==> src/rtl/io_supply_sequencer.sv <==
// io_supply_sequencer: core-side power sequencer for one VDDIO-fed IO ring
// segment. Synchronises and debounces the supply-good flag, walks the pads
// through retention release and isolation release, and flags a sticky fault
// if the supply collapses while the ring is active.
module io_supply_sequencer #(
  parameter int DEBOUNCE_CYCLES = 16,
  parameter int RET_DELAY       = 8,
  parameter int ISO_DELAY       = 8,
  parameter int CNT_W           = 8
) (
  input  logic       clk,
  input  logic       rst,
  input  logic       vddio_ok_i,
  input  logic       en_i,
  input  logic       fault_clr_i,
  output logic       io_ret_o,
  output logic       io_iso_o,
  output logic       io_ready_o,
  output logic       fault_o,
  output logic [2:0] state_o
);

  typedef enum logic [2:0] {
    S_OFF      = 3'd0,
    S_DEBOUNCE = 3'd1,
    S_RELRET   = 3'd2,
    S_RELISO   = 3'd3,
    S_READY    = 3'd4,
    S_SHUTDOWN = 3'd5
  } state_t;

  // Terminal counts: a timed state lasts exactly its parameter in cycles.
  localparam logic [CNT_W-1:0] DB_LAST  = CNT_W'(DEBOUNCE_CYCLES - 1);
  localparam logic [CNT_W-1:0] RET_LAST = CNT_W'(RET_DELAY - 1);
  localparam logic [CNT_W-1:0] ISO_LAST = CNT_W'(ISO_DELAY - 1);

  state_t           state, state_nx;
  logic [CNT_W-1:0] cnt;
  logic             sync1, vddio_s;
  logic             fault_set;

  // Two-flop synchroniser; the only consumer of the asynchronous supply flag.
  always_ff @(posedge clk) begin
    if (rst) begin
      sync1   <= 1'b0;
      vddio_s <= 1'b0;
    end else begin
      sync1   <= vddio_ok_i;
      vddio_s <= sync1;
    end
  end

  // Next-state selection; supply loss in any powered state beats enable.
  always_comb begin
    state_nx  = state;
    fault_set = 1'b0;
    if ((state == S_RELRET || state == S_RELISO || state == S_READY ||
         state == S_SHUTDOWN) && !vddio_s) begin
      state_nx  = S_OFF;
      fault_set = 1'b1;
    end else begin
      case (state)
        S_OFF:      if (en_i && vddio_s && !fault_o) state_nx = S_DEBOUNCE;
        S_DEBOUNCE: if (!vddio_s || !en_i)          state_nx = S_OFF;
                    else if (cnt == DB_LAST)        state_nx = S_RELRET;
        S_RELRET:   if (cnt == RET_LAST)            state_nx = S_RELISO;
                    else if (!en_i)                 state_nx = S_SHUTDOWN;
        S_RELISO:   if (cnt == ISO_LAST)            state_nx = S_READY;
                    else if (!en_i)                 state_nx = S_SHUTDOWN;
        S_READY:    if (!en_i)                      state_nx = S_SHUTDOWN;
        S_SHUTDOWN: if (cnt == ISO_LAST)            state_nx = S_OFF;
        default:                                    state_nx = S_OFF;
      endcase
    end
  end

  // State, shared delay counter, sticky fault and pad controls decoded from
  // next state so every output moves on the same edge as the state.
  always_ff @(posedge clk) begin
    if (rst) begin
      state      <= S_OFF;
      cnt        <= '0;
      fault_o    <= 1'b0;
      io_ret_o   <= 1'b1;
      io_iso_o   <= 1'b1;
      io_ready_o <= 1'b0;
    end else begin
      state   <= state_nx;
      cnt     <= (state_nx != state) ? '0 : cnt + 1'b1;
      // A new loss outranks a coincident clear.
      fault_o <= fault_set | (fault_o & ~fault_clr_i);
      io_ret_o   <= (state_nx == S_OFF) || (state_nx == S_DEBOUNCE);
      io_iso_o   <= (state_nx != S_RELISO) && (state_nx != S_READY);
      io_ready_o <= (state_nx == S_READY);
    end
  end

  assign state_o = state;

endmodule

==> config.mk <==
export PLATFORM = sky130hd
export DESIGN_NAME = io_supply_sequencer
export DESIGN_NICKNAME = d
export VERILOG_FILES = /design/src/rtl/io_supply_sequencer.sv
export SDC_FILE = /design/constraint.sdc
export NUM_CORES = 1
export LEC_CHECK = 0
export BUFFER_PORTS_ARGS = -buffer_cell sky130_fd_sc_hd__buf_4
export CAP_MARGIN = 20
export CORE_MARGIN = 2
export CORE_UTILIZATION = 45
export DETAILED_ROUTE_END_ITERATION = 10
export GPL_TIMING_DRIVEN = 0
export HOLD_SLACK_MARGIN = 0.06
export PLACE_DENSITY = 0.62
export SETUP_SLACK_MARGIN = 0.2
export SLEW_MARGIN = 20
export SYNTH_ARGS = -nofsm -noshare
export SYNTH_HDL_FRONTEND = slang
export SYNTH_SLANG_ARGS = --single-unit
==> constraint.sdc <==
create_clock -name clk -period 3 [get_ports clk]
set_input_delay 0.6 -clock clk [delete_from_list [all_inputs] [get_ports clk]]
set_output_delay 0.6 -clock clk [all_outputs]
set_load 0.005 [all_outputs]
# Word-level counts from Yosys, hierarchy flattened
# Cells that the tools add are included.
# op_classes
add_sub_neg	1
mul	0
div_mod_pow	0
n_lt_le_gt_ge	0
eq_ne	12
shifts	0
muxes	10
n_bitwise	3
reduce_logical	15
# ops
operator	n
$mux W3	8
$pmux W3 S6	1
$eq A3 B3 Y1 const B	3
$add A8 B1 Y8 const B	1
$eq A8 B3 Y1 const B	1
$eq A8 B4 Y1 const B	1
$eq A3 B1 Y1 const B	2
$eq A3 B2 Y1 const B	2
$logic_not A3 Y1	2
$logic_or A1 B1 Y1	5
$logic_and A1 B1 Y1	4
$logic_not A1 Y1	3
$ne A3 B2 Y1 const B	1
$ne A3 B3 Y1	1
$ne A3 B3 Y1 const B	1
$reduce_or A2 Y1	1
$and A1 B1 Y1	1
$mux W1	1
$not A1 Y1	1
$or A1 B1 Y1	1
# totals
regBits	17
latchBits	0
ramBits	0
rom_bits	0
inputBits	5
output_inout_bits	7
word_cells	49
n_memories	0

# Logic depth before layout (Yosys ltp)
# logic_depth
depth_word	8
depth_mapped	6
mapped_depth_nobuf	6

# Worst setup path before layout
# No wires, ideal clock.
# synth_path
path_kind	register to register
from	reg cnt[4]
to	reg io_iso_o
arrival_ns	1.697
required_time_ns	2.880
path_slack_ns	1.183
path_stages_with_launch	6
path_buffers	0
period_less_slack_ns	1.817
path_cell_list	dfxtp_1 > or4_4 > o311ai_4 > a32oi_2 > a211o_1 > o31a_1
# synth_via
elab_chain_len	7
elab_cells_between_ends	12
classes_between	eq/ne: 4; mux: 7; reduce/logical: 1
# synth_lines
element	line_no	text
from (decl)	38	logic [CNT_W-1:0] cnt;
from (signal assigned)	89	cnt <= (state_nx != state) ? '0 : cnt + 1'b1;
$eq A8 B4 Y1	65	else if (cnt == DB_LAST) state_nx = S_RELRET;
$mux W3	65	
$mux W3	64	S_DEBOUNCE: if (!vddio_s || !en_i) state_nx = S_OFF;
$pmux W3 S6 (*)	62	case (state)
$mux W3 (*)	57	if ((state == S_RELRET || state == S_RELISO || state == S_READY ||
$ne A3 B2 Y1 / $ne A3 B3 Y1 (equally long branches)	93	io_iso_o <= (state_nx != S_RELISO) && (state_nx != S_READY);
$logic_and A1 B1 Y1 (*)	93	
to (signal assigned)	93	
to (decl)	17	output logic io_iso_o,
# Mark *: on every way between the ends. The rest lies on a longest branch, timed or not.
# A chain may end at the register's enable or synchronous reset.

# Final worst setup path
# layout_path
from	reg cnt[4]
to	reg cnt[3]
# layout_via
elab_chain_len	7
elab_cells_between_ends	11
classes_between	eq/ne: 3; mux: 7; reduce/logical: 1
# layout_lines
element	line_no
$eq A8 B4 Y1	65
$mux W3	65
$mux W3	64
$pmux W3 S6 (*)	62
$mux W3 (*)	57
$ne A3 B3 Y1 (*)	89
$reduce_or A2 Y1 (no line) (*)	-
# Marked as above.

==> flow_metrics.py <==
metrics = {
    "yosys": {
        "synth_cell_types": 33,
        "synth.top_cells.by_area": "dfxtp_1 41%, nor2_1 7.2%, nor2b_1 4.5%, xnor2_1 4.2%, nand3_1 3.6%",
        "yosysSeqAreaShare_pct": 40.8,
        "synthDominantCellAreaShare_pct": 40.8,
        "netlist.top_cell.by_area": "dfxtp_1",
        "syn_area_um2": 833,
        "ys_seq_elements": 17,
        "synth_fp_nets": 100,
        "syn-mean-instance-area_um2": 8.86,
        "netlist_instances": 94,
        "yosysWarnings": 0,
    },
    "placement": {
        "dp_worst_setup_slack_ns": 0.934,
        "place.detailed.hpwl_mm": 1.25,
        "routabilityCongestion": 0.784,
        "portBuffers": 11,
    },
    "clock_tree": {
        "cts_setup_buffers": 0,
        "cts.repair.resized": 0,
        "htree_depth": 1,
        "number_of_clock_sinks_seen_by_cts": 17,
        "clock_tree.buffer_depth": 2,
        "holdBufCountCts": 0,
        "cts_buffers": 3,
        "clock_root_buffer": "clkbuf_4",
        "clock_latency_ns": 0.29,
        "clk_transition_reported_paths_ns": 0.10,
        "tritoncts": "done",
    },
    "floorplan": {
        "design.portCount": 12,
        "die_x_um": 47.0,
        "die_area_mm2": 0.00221,
        "initial_core_utilization_pct": 48.3,
        "chipHeight_um": 47.0,
        "row_count": 15,
        "core_mm2": 0.00173,
    },
    "global_route": {
        "antenna_violations_before_repair": 0,
        "overall_global_routing_resource_usage_pct": 17.6,
        "grt_pass1_wl_mm": 2.70,
        "globalRouteOverflowTotal": 0,
        "pin_count_of_the_biggest_net_entering_global_routing": 11,
        "grt_pass1_vias": 627,
    },
    "timing": {
        "final-max-slew-violation-count": 0,
        "least_margin_pin_slew_ns": 0.611,
        "max_freq_ghz": 0.488,
        "setup-violations-final": 0,
        "rsz0062_at_grt": "false",
        "setup_ws_ns": 0.952,
        "timing.final.crit_period_ns": 2.05,
        "skew_ns": 0.00168,
        "hold_viol_final": 0,
        "period_share_pct": 68.3,
        "max-slew-margin-rel_pct": 58.9,
        "tns_ns": 0,
    },
    "critical_path": {
        "worst_ep_arrival_time_ns": 2.23,
        "crit_path_buf_inv_count": 0,
        "crit_family": "simple AND/OR/NAND/NOR gates",
        "crit_path_top_delay_cell": "nor4_1",
        "cp_slowest_stage_delay_ns": 0.58,
        "cp_cell_sequence": "nor4_1 > nand3_1 > a211o_1 > nand4_1 > nor2_1",
        "critical_path_required_ns": 3.18,
        "setup_crit_path_kind": "flip-flop to flip-flop",
        "cp-start-kind": "flip-flop",
        "maximum_net_fanout_on_the_critical_path": 8,
        "timing.critical_path.to_type": "flip-flop",
    },
    "power_and_ir_drop": {
        "pwr-share-comb_pct": 6.8,
        "sw_frac_of_total_pct": 23.8,
        "seq_power_share_pct": 61.1,
        "switchingPower_mw": 0.0916,
        "p_per_area_mw_per_mm2": 394,
        "p_leak_nw": 0.376,
        "power.share.clock_pct": 32.1,
        "intPower_mw": 0.293,
        "irDropWorstVdd_mv": 0.266,
    },
    "detailed_routing": {
        "firstDrtPassIters": 4,
        "dr.first_iter.drc_count": 11,
        "drtAntennaViolNets": 0,
        "postRouteWirelength_mm": 1.67,
        "drcViolationCount": 0,
        "avgViaCountPerCell": 5.55,
        "via_count": 744,
        "route.detailed.wl_per_inst_um": 12.4,
    },
    "finish": {
        "layout_commonest_cell": "dfxtp_1",
        "drive_above_1_share_pct": 17.4,
        "layout.cells.most_common_list": "17 x dfxtp_1, 16 x nor2_1, 11 x buf_4",
        "num-nets-final": 116,
        "n_antenna_cell": 0,
        "fillCellCount": 169,
        "areaGrowthSynthToFinish_pct": 17.0,
    },
    "worst_hold_path": {
        "hold_path_class": "flip-flop to flip-flop",
    },
    "outcome": {
        "status": "complete, no violations",
    },
    "run": {
        "drv_cap": 0,
    },
}
-- power groups by stage --
stage	sequential (mW)	clock, mW	combinational [mW]
floorplan	0.239	0	0.0168
global placement	0.240	0	0.0254
detailed placement	0.240	0	0.0261
CTS	0.235	0.127	0.0262
global route	0.236	0.137	0.0304
finish	0.235	0.123	0.0261
-- layout make-up --
class | instances | area [um^2] | share of cell area, %
timing repair buffer | 11 | 82.6 | 8.47
clock buffer | 3 | 22.5 | 2.31
inverter | 3 | 11.3 | 1.16
multi-input combinational | 74 | 482 | 49.4
clock inverter | 1 | 5.00 | 0.513
sequential | 17 | 340 | 34.9
tap | 25 | 31.3 | 3.21
-- kinds of logic (layout without fill, tap and decap cells) --
logic type | Yosys count | after routing | share of synthesized area [%]
simple gates | 48 | 48 | 31.1
compound gates | 19 | 19 | 18.9
flops | 17 | 17 | 40.8
xor+xnor | 6 | 6 | 6.31
buf+inv | 3 | 18 | 1.35
fa+ha+maj | 1 | 1 | 1.50
-- state kept, by name (all words and copies together) (netlist names) --
| signal | flops |
|---|---|
| io_ret_o | 1 |
| sync1 | 1 |
| vddio_s | 1 |
| io_ready_o | 1 |
| io_iso_o | 1 |
| cnt | 8 |
| fault_o | 1 |
| state_o | 3 |
-- stage by stage --
step                      hold slack (ns)  power, mW  instance area, um^2  cells  utilization, %
after floorplan                     0.414      0.256                  833     94               -
after global placement              0.424      0.265                  947    130            54.9
after detailed placement            0.429      0.266                  947    130            54.9
after CTS                           0.456      0.388                  975    134            56.4
after global routing                0.475      0.403                  975    134            56.4
final                               0.452      0.384                  975    134            56.4
-- worst paths after layout --
kind	cells past startpoint	to	slack, ns	start
max	5	cnt[3]	0.95	cnt[4]
min reg2reg	1	vddio_s	0.45	sync1
max reg2reg	5	cnt[3]	0.95	cnt[4]
min	1	vddio_s	0.45	sync1
-- per-layer routing --
layer	part of all wire [%]	track usage (%)
met2	48	28.8
met1	44	21.6
met3	5.9	3.46
met5	0	0
met4	2.3	10.0
-- cell usage after synthesis --
cell,count
nand3_1,6
o31a_1,1
and2_1,1
a32oi_2,1
and3_1,2
or4_4,1
dfxtp_1,17
o21ai_0,2
nor3_1,2
a221o_1,1
nand4_1,2
inv_1,3
a211oi_1,1
nor2b_1,6
a211o_1,2
nor4_1,2
nand3b_1,1
xor2_1,2
a22oi_1,1
o211ai_1,1
a21oi_1,5
nor2_1,16
o311ai_4,1
a21o_1,1
o22ai_1,1
nand2_1,2
nand2b_1,4
nand4bb_1,1
xnor2_1,4
or2_2,1
o31ai_1,1
and3b_1,1
ha_1,1
Power figures use the tool's default switching activity.
